===== config.mk =====
export PLATFORM = sky130hd
export DESIGN_NAME = apb_master_arbiter
export DESIGN_NICKNAME = d
export VERILOG_FILES = /design/src/rtl/apb_master_arbiter.sv
export SDC_FILE = /design/constraint.sdc
export NUM_CORES = 1
export LEC_CHECK = 0
export ABC_AREA = 0
export CAP_MARGIN = 30
export CORE_AREA = 2 2 174 176
export CTS_CLUSTER_DIAMETER = 200
export DETAILED_ROUTE_END_ITERATION = 12
export DIE_AREA = 0 0 176 178
export PLACE_DENSITY_LB_ADDON = 0.15
export SYNTH_ARGS = -nofsm -noshare
export SYNTH_HDL_FRONTEND = slang
export SYNTH_SLANG_ARGS = --single-unit

===== constraint.sdc =====
create_clock -name PCLK -period 4 [get_ports PCLK]
set_input_delay 0.6 -clock PCLK [delete_from_list [all_inputs] [get_ports PCLK]]
set_output_delay 0.6 -clock PCLK [all_outputs]
set_load 0.1 [all_outputs]

===== src/rtl/apb_master_arbiter.sv =====
// apb_master_arbiter: shares one APB master port among NREQ requesters.
// Requests are arbitrated round-robin. The winning request is latched into the
// APB output registers, and the SETUP/ACCESS phases are sequenced from there.
// PREADY wait states are bounded by an optional timeout. The result returns to
// the winner as a one-cycle rsp_valid pulse.
//
// Ports:
//   PCLK, PRESETn                 clock, async active-low reset
//   req_valid/write/addr/wdata/   packed per-requester request fields
//   req_strb/prot                 (slice i belongs to requester i)
//   req_ready                     one-hot accept pulse
//   rsp_valid/rsp_rdata/rsp_err   one-hot completion pulse with read data and error
//   PSEL..PWDATA                  APB master outputs (all registered)
//   PRDATA, PREADY, PSLVERR       APB slave returns
module apb_master_arbiter #(
    parameter int unsigned PDATA_SIZE = 32,
    parameter int unsigned NREQ       = 4,
    parameter int unsigned TIMEOUT    = 16
) (
    input  logic                         PCLK,
    input  logic                         PRESETn,
    input  logic [NREQ-1:0]              req_valid,
    input  logic [NREQ-1:0]              req_write,
    input  logic [NREQ*PDATA_SIZE-1:0]   req_addr,
    input  logic [NREQ*PDATA_SIZE-1:0]   req_wdata,
    input  logic [NREQ*PDATA_SIZE/8-1:0] req_strb,
    input  logic [NREQ*3-1:0]            req_prot,
    output logic [NREQ-1:0]              req_ready,
    output logic [NREQ-1:0]              rsp_valid,
    output logic [PDATA_SIZE-1:0]        rsp_rdata,
    output logic                         rsp_err,
    output logic                         PSEL,
    output logic                         PENABLE,
    output logic                         PWRITE,
    output logic [2:0]                   PPROT,
    output logic [PDATA_SIZE/8-1:0]      PSTRB,
    output logic [PDATA_SIZE-1:0]        PADDR,
    output logic [PDATA_SIZE-1:0]        PWDATA,
    input  logic [PDATA_SIZE-1:0]        PRDATA,
    input  logic                         PREADY,
    input  logic                         PSLVERR
);

    localparam int unsigned SW = PDATA_SIZE / 8;
    localparam int unsigned GW = (NREQ > 1) ? $clog2(NREQ) : 1;
    localparam int unsigned CW = (TIMEOUT > 0) ? $clog2(TIMEOUT + 1) : 1;

    typedef enum logic [1:0] {
        IDLE   = 2'd0,
        SETUP  = 2'd1,
        ACCESS = 2'd2
    } state_t;

    state_t state, state_nxt;

    logic [GW-1:0]         last_grant, last_grant_nxt;
    logic [CW-1:0]         wait_cnt, wait_cnt_nxt;
    logic [GW-1:0]         cand;
    logic [GW-1:0]         winner;
    logic                  found;

    logic [NREQ-1:0]       req_ready_nxt, rsp_valid_nxt;
    logic [PDATA_SIZE-1:0] rsp_rdata_nxt;
    logic                  rsp_err_nxt;
    logic                  psel_nxt, penable_nxt, pwrite_nxt;
    logic [2:0]            pprot_nxt;
    logic [SW-1:0]         pstrb_nxt;
    logic [PDATA_SIZE-1:0] paddr_nxt, pwdata_nxt;

    // Round-robin search starting just after the last granted requester.
    always_comb begin : rr_search
        found  = 1'b0;
        winner = last_grant;
        cand   = last_grant;
        for (int unsigned k = 1; k <= NREQ; k++) begin
            cand = GW'((32'(last_grant) + k) % NREQ);
            if (!found && req_valid[cand]) begin
                found  = 1'b1;
                winner = cand;
            end
        end
    end

    // Next-state and next-output logic.
    always_comb begin : fsm_comb
        state_nxt      = state;
        last_grant_nxt = last_grant;
        wait_cnt_nxt   = wait_cnt;
        req_ready_nxt  = '0;
        rsp_valid_nxt  = '0;
        rsp_rdata_nxt  = rsp_rdata;
        rsp_err_nxt    = rsp_err;
        psel_nxt       = PSEL;
        penable_nxt    = PENABLE;
        pwrite_nxt     = PWRITE;
        pprot_nxt      = PPROT;
        pstrb_nxt      = PSTRB;
        paddr_nxt      = PADDR;
        pwdata_nxt     = PWDATA;

        case (state)
            IDLE: begin
                if (found) begin
                    state_nxt      = SETUP;
                    last_grant_nxt = winner;
                    wait_cnt_nxt   = '0;
                    req_ready_nxt  = NREQ'(1) << winner;
                    psel_nxt       = 1'b1;
                    penable_nxt    = 1'b0;
                    pwrite_nxt     = req_write[winner];
                    paddr_nxt      = req_addr[32'(winner) * PDATA_SIZE +: PDATA_SIZE];
                    pwdata_nxt     = req_wdata[32'(winner) * PDATA_SIZE +: PDATA_SIZE];
                    pprot_nxt      = req_prot[32'(winner) * 3 +: 3];
                    // Reads never drive strobes.
                    pstrb_nxt      = req_write[winner] ? req_strb[32'(winner) * SW +: SW] : '0;
                end
            end

            SETUP: begin
                state_nxt   = ACCESS;
                penable_nxt = 1'b1;
            end

            ACCESS: begin
                if (PREADY) begin
                    state_nxt     = IDLE;
                    rsp_valid_nxt = NREQ'(1) << last_grant;
                    rsp_rdata_nxt = PWRITE ? '0 : PRDATA;
                    rsp_err_nxt   = PSLVERR;
                    psel_nxt      = 1'b0;
                    penable_nxt   = 1'b0;
                end else begin
                    if (wait_cnt != '1) begin
                        wait_cnt_nxt = wait_cnt + CW'(1);
                    end
                    // This low edge is the TIMEOUT-th consecutive one: abort.
                    if (TIMEOUT != 0 && (32'(wait_cnt) + 32'd1) == TIMEOUT) begin
                        state_nxt     = IDLE;
                        rsp_valid_nxt = NREQ'(1) << last_grant;
                        rsp_rdata_nxt = '0;
                        rsp_err_nxt   = 1'b1;
                        psel_nxt      = 1'b0;
                        penable_nxt   = 1'b0;
                    end
                end
            end

            default: begin
                state_nxt   = IDLE;
                psel_nxt    = 1'b0;
                penable_nxt = 1'b0;
            end
        endcase
    end

    // State register.
    always_ff @(posedge PCLK or negedge PRESETn) begin
        if (!PRESETn) begin
            state <= IDLE;
        end else begin
            state <= state_nxt;
        end
    end

    // Output and bookkeeping registers.
    always_ff @(posedge PCLK or negedge PRESETn) begin
        if (!PRESETn) begin
            last_grant <= GW'(NREQ - 1);
            wait_cnt   <= '0;
            req_ready  <= '0;
            rsp_valid  <= '0;
            rsp_rdata  <= '0;
            rsp_err    <= 1'b0;
            PSEL       <= 1'b0;
            PENABLE    <= 1'b0;
            PWRITE     <= 1'b0;
            PPROT      <= '0;
            PSTRB      <= '0;
            PADDR      <= '0;
            PWDATA     <= '0;
        end else begin
            last_grant <= last_grant_nxt;
            wait_cnt   <= wait_cnt_nxt;
            req_ready  <= req_ready_nxt;
            rsp_valid  <= rsp_valid_nxt;
            rsp_rdata  <= rsp_rdata_nxt;
            rsp_err    <= rsp_err_nxt;
            PSEL       <= psel_nxt;
            PENABLE    <= penable_nxt;
            PWRITE     <= pwrite_nxt;
            PPROT      <= pprot_nxt;
            PSTRB      <= pstrb_nxt;
            PADDR      <= paddr_nxt;
            PWDATA     <= pwdata_nxt;
        end
    end

endmodule


# Word level (Yosys, flattened, before mapping)
# Index checks and enable logic that the tools add are counted.
word_totals:
  ff_bits: 124
  input_bits: 328
  out_inout_bits: 115
  elab_cells: 98
classes:
  add_sub_neg: 6
  n_mul: 1
  magnitude_cmp: 5
  eq_ne: 8
  shift: 6
  mux: 43
  bitwise_logic: 1
  reduce_logical: 14
ops:
  columns: ["cell", "count"]
  rows:
  - ["128-bit by 8-bit indexed part select with 32-bit output", 2]
  - ["32-bit two-way mux", 3]
  - ["4-bit two-way mux", 6]
  - ["16-bit by 5-bit indexed part select with 4-bit output", 1]
  - ["2-bit by 3-bit < comparator with 1-bit output (second input constant)", 5]
  - ["1-bit two-way mux", 15]
  - ["5-bit two-way mux", 3]
  - ["2-bit two-way mux", 7]
  - ["12-bit by 5-bit indexed part select with 3-bit output", 1]
  - ["1-bit binary-select mux with 2-bit select", 5]
  - ["5-bit case mux with 2 select lines", 1]
  - ["1-bit by 2-bit left shift with 4-bit output (first input constant)", 2]
  - ["5-bit by 1-bit adder with 6-bit output (second input constant)", 1]
  - ["6-bit by 5-bit == test with 1-bit output (second input constant)", 1]
  - ["2-bit inequality test (second input constant)", 3]
  - ["1-bit case mux with 3 select lines", 2]
  - ["2-bit case mux with 3 select lines", 1]
  - ["2-bit AND reduction", 3]
  - ["5-bit by 1-bit adder with 5-bit output (second input constant)", 1]
  - ["5-bit inequality test (second input constant)", 1]
  - ["2-bit by 1-bit adder with 2-bit output (second input constant)", 2]
  - ["2-bit adder (second input constant)", 2]
  - ["2-bit by 2-bit multiplier with 4-bit output (second input constant)", 1]
  - ["4-bit AND reduction", 1]
  - ["9 further kinds", 14]

# Logic depth before layout (Yosys ltp)
# Gate-level depths: netlist (run 1).
depth:
  depth_word: 16
  ltp_mapped: 12
  ltp_nobuf: 9

# Worst setup path before layout (run 1)
# OpenSTA, ideal clock, no wires.
synth_timing:
  path_type: "flip-flop to flip-flop"
  startpoint: "register last_grant[1]"
  endpoint: "register PSTRB[2]"
  setup_time_ps: 120
  t_arrival_ps: 2841
  required_ps: 3880
  path_slack_ps: 1039
  stages_incl_launch_ff: 12
  path_buffers: 3
  synth_period_minus_slack_ps: 2961
  path_cell_list: "dfstp_2 buf_2 inv_1 ha_1 mux2_4 o221ai_1 or3b_1 buf_2 buf_6 and3_1 a211o_1 a31o_1"
synth_via:
  elab_chain_cells: 16
  elab_cells_between_ends: 31
  classes_between: "4 x add/sub; 1 x shift; 19 x mux; 7 x reduce/logical"
synth_rtl:
  columns: ["element", "line_no", "text"]
  rows:
  - ["start: declaration", "56", "logic [GW-1:0] last_grant, last_grant_nxt;"]
  - ["start signal: assignment", "168", "last_grant <= GW'(NREQ - 1);"]
  - ["start signal: assignment", "182", "last_grant <= last_grant_nxt;"]
  - ["branches (longest 16 deep; another with 2-bit by 1-bit adder with 2-bit output)", null, null]
  - ["end signal: assignment", "192", "PSTRB <= pstrb_nxt;"]
  - ["end: declaration", "36", "output logic [PDATA_SIZE/8-1:0] PSTRB,"]
# Parallel ways; which one is timed is not known. The select of a mux whose other input is x is not followed.
# A chain may end at the register's enable or synchronous reset.

# Final worst setup path (run 1)
layout_timing:
  startpoint: "register last_grant[0]"
  endpoint: "register PSTRB[2]"
# Same word-level chain as after synthesis.

==> summary.txt, run 1 <==
GRT
  – Largest net degree at the start of global routing: 93
  – Vias in the first global route: 6944
  – Antenna violations before repair: 2
  – First-pass GRT wire length: 41250 um
  – GRT overflow: 0
  – Tot GR Track Use: 0.1736

Synthesis
  – Synthesized Nets: 991
  – Top cells by area, synth: dfrtp_1, mux2i_1, mux2_2
  – Area of the mapped netlist: 7136 um2
  – Register bit total from synthesis: 123
  – Cells after Synth: 656
  – Post-synth EDFFs: 0
  – Asr flop ratio synth: 1.000
  – Syn Area/Cell: 10.88 um2
  – Post-synth top area cell: dfrtp_1
  – Distinct cell type count after synthesis: 44
  – YS warnings: 0
  – Main flop type after synthesis: dfrtp_1
  – Sequential element share of the synthesized area: 0.4317
  – Top cell type's share of synthesized area: 0.4243

Critical path
  – Worst setup SP type: flip-flop
  – WP data arrival: 3.72 ns
  – Critical Path RT: 4.30 ns
  – Crit Path Category: reg -> reg
  – Critical path capture point type: flip-flop
  – Worst-path maximum fanout: 50
  – Worst r2r path cells: 9

Routing
  – Post-route ant nets: 0
  – DR vias: 6690
  – Pre-antenna DRT Iters: 4
  – Post-route DRC: 0
  – Via density: 4.478
  – Post-Route WL: 27570 um
  – WL/cell: 18.45 um
  – Initial DRC count: 204

STA
  – Setup_tns: 0 ns
  – Final Hold Vio Count: 0
  – Worst hold margin: roughly 0.14 ns
  – F_max: 292.7 MHz
  – Setup violations, final: 0
  – RSZ-0062 raised after global routing: no
  – Worst Skew: 0.01227 ns
  – Relative slew slack: 0.3135
  – Period utilisation layout: 0.8542
  – Slew @ Worst Pin: 1.027 ns
  – Fin. max-slew vios: 0
  – Minimum clock period: around 3.4 ns

Clocking
  – Htree depth: 4
  – Clock sinks: 123
  – CTS tree: done
  – Clock-pin slew on the worst setup and hold paths: 0.07 ns
  – TritonCTS Buffers: 17
  – Hold buffer count at CTS: 0
  – PostCTS Resize Cnt: 0
  – Clock buffer depth: 2
  – Clk Latency, worst-skew pair: 0.42 ns
  – Setup repair bufs after CTS: 0
  – Root buffer cell: clkbuf_16

Layout
  – Nets@finish: 1424
  – Fillers: between 2000 and 3000
  – Share of post-route cells with drive strength above 1: 0.1071
  – Area Growth Syn to Fin: 79.92%

Pwr
  – Leak pwr: approximately 5.5 nW
  – Logic pwr share: 0.721
  – Sw Pwr: 7.239 mW
  – Design Power: 13.34 mW
  – Sw Ratio: 0.5425
  – Clk pwr share: 0.118
  – Pwr/cell area: ~1000 nW/um2
  – Cell Int Power: 6.104 mW
  – Sequential Power Share: 0.161
  – Worst vdd ir: just under 600 uV

Die
  – Die area: around 31000 um2
  – Die width: around 180 um
  – Row cnt: 63
  – Starting density of the core: 0.2427
  – Core Footprint: just under 30000 um2
  – IO Pins: 443
  – Die Ht: 178 um

Worst hold path
  – Min-delay worst type: in -> async

Status
  – Status: finished, final reports clean

Placement
  – HPWL after DPL: about 21000 um
  – Routability congestion estimate from global placement: between 0.7 and 0.8
  – Port bufs: 442

Run
  – Max Cap Viol: 0
==> cells in the mapped netlist (all sizes together) (4+ instances only) <==
master / n
a21oi: 4
ha: 7
mux2: 70
inv: 6
clkbuf: 23
mux2i: 136
o31ai: 4
a211oi: 4
a22o: 34
dfrtp: 121
nor2: 13
o21ai: 74
nor3: 5
and3: 11
buf: 28
nand2: 82
==> worst max-delay path, cell delays in order, from the launching register on <==
cell     delay (ns)
dfstp_2        0.65
inv_1          0.12
ha_1           0.41
or3_1          0.42
a21oi_1        0.16
or3b_4         0.44
buf_12         0.33
nor2_1         0.18
a211o_1        0.32
a31o_1         0.21
==> registers in the layout (all words and copies together) (netlist names) <==
register / flops
PADDR: 32
PWDATA: 32
rsp_rdata: 32
wait_cnt: 5
PSTRB: 4
req_ready: 4
rsp_valid: 4
PPROT: 3
last_grant: 2
state: 2
PSEL: 1
PWRITE: 1
rsp_err: 1
==> worst paths after layout <==
kind | start | to | slack, ns
worst max-delay path | last_grant[0] | PSTRB[2] | 0.58
worst min-delay path | PRESETn | PADDR[31] | 0.14
worst max register to register | last_grant[0] | PSTRB[2] | 0.58
worst min register to register | PWDATA[17] | PWDATA[17] | 0.48
max in group asynchronous | PRESETn | PADDR[17] | 3.04
min in group PCLK | PWDATA[17] | PWDATA[17] | 0.48
==> cells in the final DEF, fill, tap and decap left out, types with 3 or more instances in the layout <==
master / instances
a221oi_1: 3
dfrtp_1: 121
clkbuf_16: 17
buf_4: 5
mux2_1: 15
ha_1: 7
a22o_1: 34
clkinvlp_4: 3
o31ai_1: 4
nand2b_1: 3
o21ai_1: 67
and2_1: 3
o21ai_0: 7
mux2i_1: 136
buf_12: 6
nor3_1: 5
mux2_2: 54
inv_6: 5
inv_1: 6
and3_1: 11
buf_16: 12
nor2_1: 12
a21oi_1: 4
clkdlybuf4s50_1: 441
a211oi_1: 4
nand2_1: 82
==> power by group through the flow <==
stage / registers, mW / logic, mW / clock network (mW)
2_1_floorplan: 5.81 / 3.45 / 0
3_3_place_gp: 2.15 / 9.33 / 0
3_5_place_dp: 2.16 / 9.67 / 0
4_1_cts: 2.16 / 9.69 / 1.63
5_1_grt: 2.22 / 10.1 / 1.70
6_report: 2.15 / 9.62 / 1.58
==> routing by layer <==
metal  global-route usage  wire length, um
met2               0.3050            13990
met5                    0                0
met1               0.1919            10360
met3              0.07310             2790
met4              0.05028              422
==> through the flow <==
step           cells  cell area (um2)  utilization  setup WS, ns
2_1_floorplan    656             7136            -         1.039
6_report        1494            12840       0.4367        0.5833
5_1_grt         1493            12840       0.4366        0.3812
3_3_place_gp    1448            11910       0.4051        0.5363
3_5_place_dp    1458            12190       0.4145        0.5389
4_1_cts         1490            12780       0.4346        0.5609
==> cell families after synthesis <==
family | Yosys count | share of synthesized area
AO/OA/AOI/OAI | 138 | 0.1282
XOR/XNOR | 2 | 0.002455
adder cells (fa/ha/maj) | 7 | 0.01227
buffers and inverters | 57 | 0.04892
flip-flops | 123 | 0.4317
multiplexers | 206 | 0.3018
AND/OR/NAND/NOR | 123 | 0.07470
==> area by class of cell <==
cell class                      count  area, um2  share of cell area
Multi-Input combinational cell    476       3737              0.2911
Sequential cell                   123       3080              0.2399
Tap cell                          390      488.0             0.03801
Timing Repair Buffer              465       4913              0.3827
Antenna cell                        2      5.005           0.0003898
Clock buffer                       18      429.2             0.03343
Clock inverter                     14      162.7             0.01267
Inverter                            6      22.52            0.001754
(Power assumes the default switching activity.)
==> run 2, diff against run 1 <==
- CORE_AREA: 2 2 174 176 -> 2 2 172 174
- DIE_AREA: 0 0 176 178 -> 0 0 174 176
- REMOVE_ABC_BUFFERS: unset -> 1
==> summary.txt, run 2 (synthesized netlist as in run 1, its figures left out) <==
Status
  – Status: finished, final reports clean (unchanged)

Layout
  – Biggest regs: PADDR x32, PWDATA x32, rsp_rdata x32 (unchanged)
  – Diode count: 0 (was 2)
  – Area Growth Syn to Fin: 83.80% (was 79.92%)
  – Nets@finish: 1439 (was 1424)
  – Final Util: 0.4594 (was 0.4367)
  – Most frequent cells in the layout: clkdlybuf4s50_1, mux2i_1, dfrtp_1, nand2_1, o21ai_1 (unchanged)
  – Share of post-route cells with drive strength above 1: 0.1191 (was 0.1071)
  – Most common cell after layout, fill and taps aside: clkdlybuf4s50_1 (unchanged)
  – Final Cell Area: 13120 um2 (was 12840 um2)
  – Fillers: 2721 (was 2842)

Pwr
  – Pwr/cell area: 1046 nW/um2 (was 1039 nW/um2)
  – Worst vdd ir: 400.6 uV (was 581.5 uV)
  – Design Power: 13.72 mW (was 13.34 mW)
  – Leak pwr: 5.611 nW (was 5.462 nW)

Routing
  – Pre-antenna DRT Iters: 4 (unchanged)
  – Post-route DRC: 0 (unchanged)
  – Initial DRC count: 169 (was 204)
  – WL/cell: 17.72 um (was 18.45 um)
  – Via density: 4.448 (was 4.478)
  – Post-route ant nets: 0 (unchanged)
  – DR vias: 6677 (was 6690)
  – Post-Route WL: 26600 um (was 27570 um)

STA
  – Period utilisation layout: 0.8513 (was 0.8542)
  – Relative slew slack: 0.3059 (was 0.3135)
  – Setup_tns: 0 ns (unchanged)
  – Final Hold Vio Count: 0 (unchanged)
  – Worst hold margin: 0.2806 ns (was 0.1368 ns)
  – Slew @ Worst Pin: 1.038 ns (was 1.027 ns)
  – Fin. max-slew vios: 0 (unchanged)
  – Worst Skew: 0.01016 ns (was 0.01227 ns)
  – RSZ-0062 raised after global routing: no (unchanged)
  – Minimum clock period: 3.405 ns (was 3.417 ns)
  – F_max: 293.7 MHz (was 292.7 MHz)
  – Setup violations, final: 0 (unchanged)

Critical path
  – Critical Path RT: 4.35 ns (was 4.30 ns)
  – Critical path capture point type: flip-flop (unchanged)
  – Worst setup startpoint: last_grant[1] (was last_grant[0])
  – Worst setup SP type: flip-flop (unchanged)
  – Worst Path Buf+Inv: 3 (was 2)
  – Slowest cell on crit path: dfstp_2 (unchanged)
  – WP data arrival: 3.76 ns (was 3.72 ns)
  – Reg-to-reg endpoint: PADDR[13] (was PSTRB[2])
  – FF-to-FF Start: last_grant[1] (was last_grant[0])
  – Slowest stage delay, CP: 0.66 ns (was 0.65 ns)
  – Worst-path maximum fanout: 33 (was 50)
  – Crit path max-delay family: multiplexers (was simple AND/OR/NAND/NOR gates)
  – Worst r2r path cells: 10 (was 9)
  – Crit path cell chain: inv_1 > ha_1 > mux2_4 > o221ai_1 > or3b_4 > buf_12 > buf_4 > mux2i_1 > mux2_1 > o21ai_1 (was inv_1 > ha_1 > or3_1 > a21oi_1 > or3b_4 > buf_12 > nor2_1 > a211o_1 > a31o_1)
  – Crit Path Category: reg -> reg (unchanged)
  – R2R setup slack: 0.59 ns (was 0.58 ns)

Die
  – IO Pins: 443 (unchanged)
  – Row cnt: 62 (was 63)
  – Die Ht: 176 um (was 178 um)
  – Die area: 30620 um2 (was 31330 um2)
  – Die width: 174 um (was 176 um)
  – Starting density of the core: 0.2500 (was 0.2427)
  – Core Footprint: 28550 um2 (was 29400 um2)

GRT
  – Antenna violations before repair: 1 (was 2)
  – Vias in the first global route: 7023 (was 6944)
  – GRT overflow: 0 (unchanged)
  – First-pass GRT wire length: 40090 um (was 41250 um)
  – Tot GR Track Use: 0.1713 (was 0.1736)
  – Largest net degree at the start of global routing: 102 (was 93)

Run
  – Max Cap Viol: 0 (unchanged)

Clocking
  – Root buffer cell: clkbuf_16 (unchanged)
  – Clock-pin slew on the worst setup and hold paths: 0.07 ns (about the same)
  – TritonCTS Buffers: 17 (unchanged)
  – Setup repair bufs after CTS: 0 (unchanged)
  – Clock sinks: 123 (unchanged)
  – Htree depth: 4 (unchanged)
  – PostCTS Resize Cnt: 0 (unchanged)
  – CTS tree: done (unchanged)
  – Clk Latency, worst-skew pair: 0.42 ns (about the same)
  – Clock buffer depth: 2 (unchanged)
  – Hold buffer count at CTS: 0 (unchanged)

Placement
  – Dpl cell area: 12390 um2 (was 12190 um2)
  – Routability congestion estimate from global placement: 0.7668 (was 0.7748)
  – Port bufs: 442 (unchanged)
  – HPWL after DPL: 20940 um (was 21330 um)

Worst hold path
  – Min-delay worst type: in -> async (unchanged)
[run 2: area by class of cell]
cell class	count	area, um2	area share
tap	384	480.5	0.03663
multi-input combinational	476	3737	0.2850
clock buffer	20	456.7	0.03482
inverter	6	22.52	0.001717
sequential	123	3080	0.2349
timing repair buffer	480	5129	0.3911
clock inverter	12	209.0	0.01593
[run 2: metal layers]
metal,track usage,routed length [um],vias up
met2,0.3217,14350,263
met4,0.04062,301,0
li1,-,-,3282
met5,0,0,-
met3,0.06309,2253,24
met1,0.1818,9696,3108
[run 2: power by group]
group	switching, mW	internal (mW)	total (mW)	leakage [nW]
logic	6.32	3.51	9.84	3.75
clock network	0.597	1.15	1.74	0.317
registers	0.322	1.82	2.14	1.54
total	7.24	6.48	13.7	5.61
[run 2: worst max path at each step]
stage                      endpoint  cells after the start  slack (ns)
after global routing       PADDR[7]                     10        0.29
after CTS                 PADDR[24]                     10        0.56
after detailed placement   PADDR[7]                      9        0.55
after global placement    PADDR[13]                      9        0.57
after floorplan            PADDR[0]                      6       -3.97
final                     PADDR[13]                     10        0.59
[run 2: worst reg2reg max path, cell delays in order, from the launching register on]
cell	delay, ns
dfstp_2	0.66
inv_1	0.12
ha_1	0.45
mux2_4	0.33
o221ai_1	0.13
or3b_4	0.63
buf_12	0.29
buf_4	0.22
mux2i_1	0.12
mux2_1	0.29
o21ai_1	0.11
[run 2: stage by stage]
step                      cells  setup WS [ns]
final                      1501         0.5948
after global routing       1501         0.2943
after CTS                  1499         0.5615
after detailed placement   1467         0.5482
after global placement     1450         0.5652
after floorplan             605         -3.973
==> run 3, diff against run 2 <==
--- a/config.mk
+++ b/config.mk
@@ -10,3 +10,3 @@
 export CORE_AREA = 2 2 172 174
-export CTS_CLUSTER_DIAMETER = 200
+export CTS_CLUSTER_DIAMETER = 30
 export DETAILED_ROUTE_END_ITERATION = 12
==> constraint.sdc (replaced) <==
create_clock -name PCLK -period 4 [get_ports PCLK]
set_input_delay 0.8 -clock PCLK [delete_from_list [all_inputs] [get_ports PCLK]]
set_output_delay 0.8 -clock PCLK [all_outputs]
set_load 0.1 [all_outputs]
==> summary.txt, run 3 (synthesized netlist as in run 1, its figures left out) <==
STA
  – Relative slew slack: 0.3028 (was 0.3059)
  – Worst Skew: 0.007600 ns (was 0.01016 ns)
  – Final Hold Vio Count: 0 (unchanged)
  – Setup_tns: 0 ns (unchanged)
  – RSZ-0062 raised after global routing: no (unchanged)
  – Fin. max-slew vios: 0 (unchanged)
  – Minimum clock period: 3.348 ns (was 3.405 ns)
  – Setup violations, final: 0 (unchanged)
  – Slew @ Worst Pin: 1.043 ns (was 1.038 ns)
  – Period utilisation layout: 0.8369 (was 0.8513)
  – F_max: 298.7 MHz (was 293.7 MHz)
  – Worst hold margin: 0.4733 ns (was 0.2806 ns)
  – Final worst-path setup slack: 0.6525 ns (was 0.5948 ns)

Critical path
  – Slowest stage delay, CP: 0.66 ns (about the same)
  – R2R setup slack: 0.65 ns (was 0.59 ns)
  – Reg-to-reg endpoint: PADDR[7] (was PADDR[13])
  – CP most frequent cell: buf_12
  – Crit path cell chain: inv_1 > ha_1 > mux2_4 > o221ai_1 > or3b_4 > buf_12 > buf_12 > mux2i_1 > mux2_1 > o21ai_1 (was inv_1 > ha_1 > mux2_4 > o221ai_1 > or3b_4 > buf_12 > buf_4 > mux2i_1 > mux2_1 > o21ai_1)
  – Slowest cell on crit path: dfstp_2 (unchanged)
  – Critical path capture point type: flip-flop (unchanged)
  – Critical Path RT: 4.34 ns (was 4.35 ns)
  – Worst-path maximum fanout: 37 (was 33)
  – FF-to-FF Start: last_grant[1] (unchanged)
  – Worst setup SP type: flip-flop (unchanged)
  – Crit Path Category: reg -> reg (unchanged)
  – WP data arrival: 3.69 ns (was 3.76 ns)
  – Worst r2r path cells: 10 (unchanged)

Routing
  – Pre-antenna DRT Iters: 4 (unchanged)
  – Via density: 4.451 (was 4.448)
  – DR vias: 6712 (was 6677)
  – Post-Route WL: 26850 um (was 26600 um)
  – Initial DRC count: 251 (was 169)
  – WL/cell: 17.80 um (was 17.72 um)
  – Post-route ant nets: 0 (unchanged)
  – Post-route DRC: 0 (unchanged)

GRT
  – GRT overflow: 0 (unchanged)
  – Tot GR Track Use: 0.1739 (was 0.1713)
  – Vias in the first global route: 7033 (was 7023)
  – First-pass GRT wire length: 40760 um (was 40090 um)
  – Largest net degree at the start of global routing: 93 (was 102)
  – Antenna violations before repair: 1 (unchanged)

Die
  – Core Footprint: 28550 um2 (unchanged)
  – Die width: 174 um (unchanged)
  – IO Pins: 443 (unchanged)
  – Die Ht: 176 um (unchanged)
  – Die area: 30620 um2 (unchanged)
  – Row cnt: 62 (unchanged)
  – Starting density of the core: 0.2500 (unchanged)

Placement
  – Placed insts: 1473 (was 1467)
  – Routability congestion estimate from global placement: 0.7572 (was 0.7668)
  – DP Worst Slack: 0.5588 ns (was 0.5482 ns)
  – Port bufs: 442 (unchanged)
  – Dpl cell area: 12500 um2 (was 12390 um2)
  – HPWL after DPL: 21280 um (was 20940 um)

Clocking
  – Setup repair bufs after CTS: 0 (unchanged)
  – Htree depth: 4 (unchanged)
  – Root buffer cell: clkbuf_16 (unchanged)
  – Clock sinks: 123 (unchanged)
  – PostCTS Resize Cnt: 0 (unchanged)
  – TritonCTS Buffers: 17 (unchanged)
  – Hold buffer count at CTS: 0 (unchanged)
  – CTS tree: done (unchanged)
  – Clock-pin slew on the worst setup and hold paths: 0.06 ns (was 0.07 ns)
  – Clock buffer depth: 2 (unchanged)
  – Clk Latency, worst-skew pair: 0.41 ns (was 0.42 ns)

Pwr
  – Leak pwr: 5.615 nW (was 5.611 nW)
  – Pwr/cell area: 1037 nW/um2 (was 1046 nW/um2)
  – Worst vdd ir: 471.6 uV (was 400.6 uV)
  – Design Power: 13.62 mW (was 13.72 mW)

Layout
  – Most frequent cells in the layout: clkdlybuf4s50_1, mux2i_1, dfrtp_1, nand2_1, o21ai_1 (unchanged)
  – Most common cell after layout, fill and taps aside: clkdlybuf4s50_1 (unchanged)
  – Final Cell Area: 13130 um2 (was 13120 um2)
  – Non-Filler Instances: 1508 (was 1501)
  – Fillers: 2722 (was 2721)
  – Register area: 3080 um2 (unchanged)
  – Share of post-route cells with drive strength above 1: 0.1247 (was 0.1191)
  – Biggest regs: PADDR x32, PWDATA x32, rsp_rdata x32 (unchanged)
  – Nets@finish: 1445 (was 1439)
  – Area Growth Syn to Fin: 84.01% (was 83.80%)
  – Area occupied by multi-input gates: 3737 um2 (unchanged)
  – Final Util: 0.4599 (was 0.4594)

Run
  – Max Cap Viol: 0 (unchanged)

Status
  – Status: finished, final reports clean (unchanged)

Worst hold path
  – Min-delay worst type: in -> async (unchanged)
==> run 3: changes by cell type in the layout (fill, tap and decap cells not counted), sizes merged <==
cell / delta
buf: +6
clkinvlp: +1
inv: +3
bufinv: -4
diode: +1
clkinv: +2
clkbuf: -2
==> run 3: power breakdown <==
part / internal, mW / switching (mW) / total [mW] / leakage [nW]
registers: 1.82 / 0.325 / 2.15 / 1.54
clock network: 0.883 / 0.631 / 1.51 / 0.274
logic: 3.63 / 6.33 / 9.96 / 3.80
==> run 3: metal layers <==
layer | wire length, um | GRT usage
met4 | 267 | 0.03326
met5 | 0 | 0
met1 | 9987 | 0.1854
met3 | 2319 | 0.07063
met2 | 14270 | 0.3239
==> run 3: worst max path at each step <==
stage / from / to / slack [ns] / depth (start not counted)
after floorplan: last_grant[0] / PADDR[0] / -3.97 / 6
after detailed placement: req_valid[1] / PADDR[7] / 0.56 / 9
after global placement: req_valid[0] / PADDR[7] / 0.59 / 9
after global routing: last_grant[1] / PADDR[7] / 0.48 / 10
after CTS: last_grant[1] / PADDR[7] / 0.64 / 10
final: last_grant[1] / PADDR[7] / 0.65 / 10
==> run 3: final cells by class <==
type / count / share of cell area
antenna: 1 / 0.0001906
clock buffer: 18 / 0.03345
clock inverter: 14 / 0.01039
inverter: 6 / 0.001715
multi-input combinational: 476 / 0.2846
sequential: 123 / 0.2346
tap: 384 / 0.03659
timing repair buffer: 486 / 0.3984
==> run 3: worst max-delay path, delay by kind of cell (launching register included) <==
kind            cells  cell delay (ns)
mux                 3             0.78
buf+inv             3             0.55
fa+ha+maj           1             0.44
simple gates        1             0.55
flops               1             0.66
compound gates      2             0.27
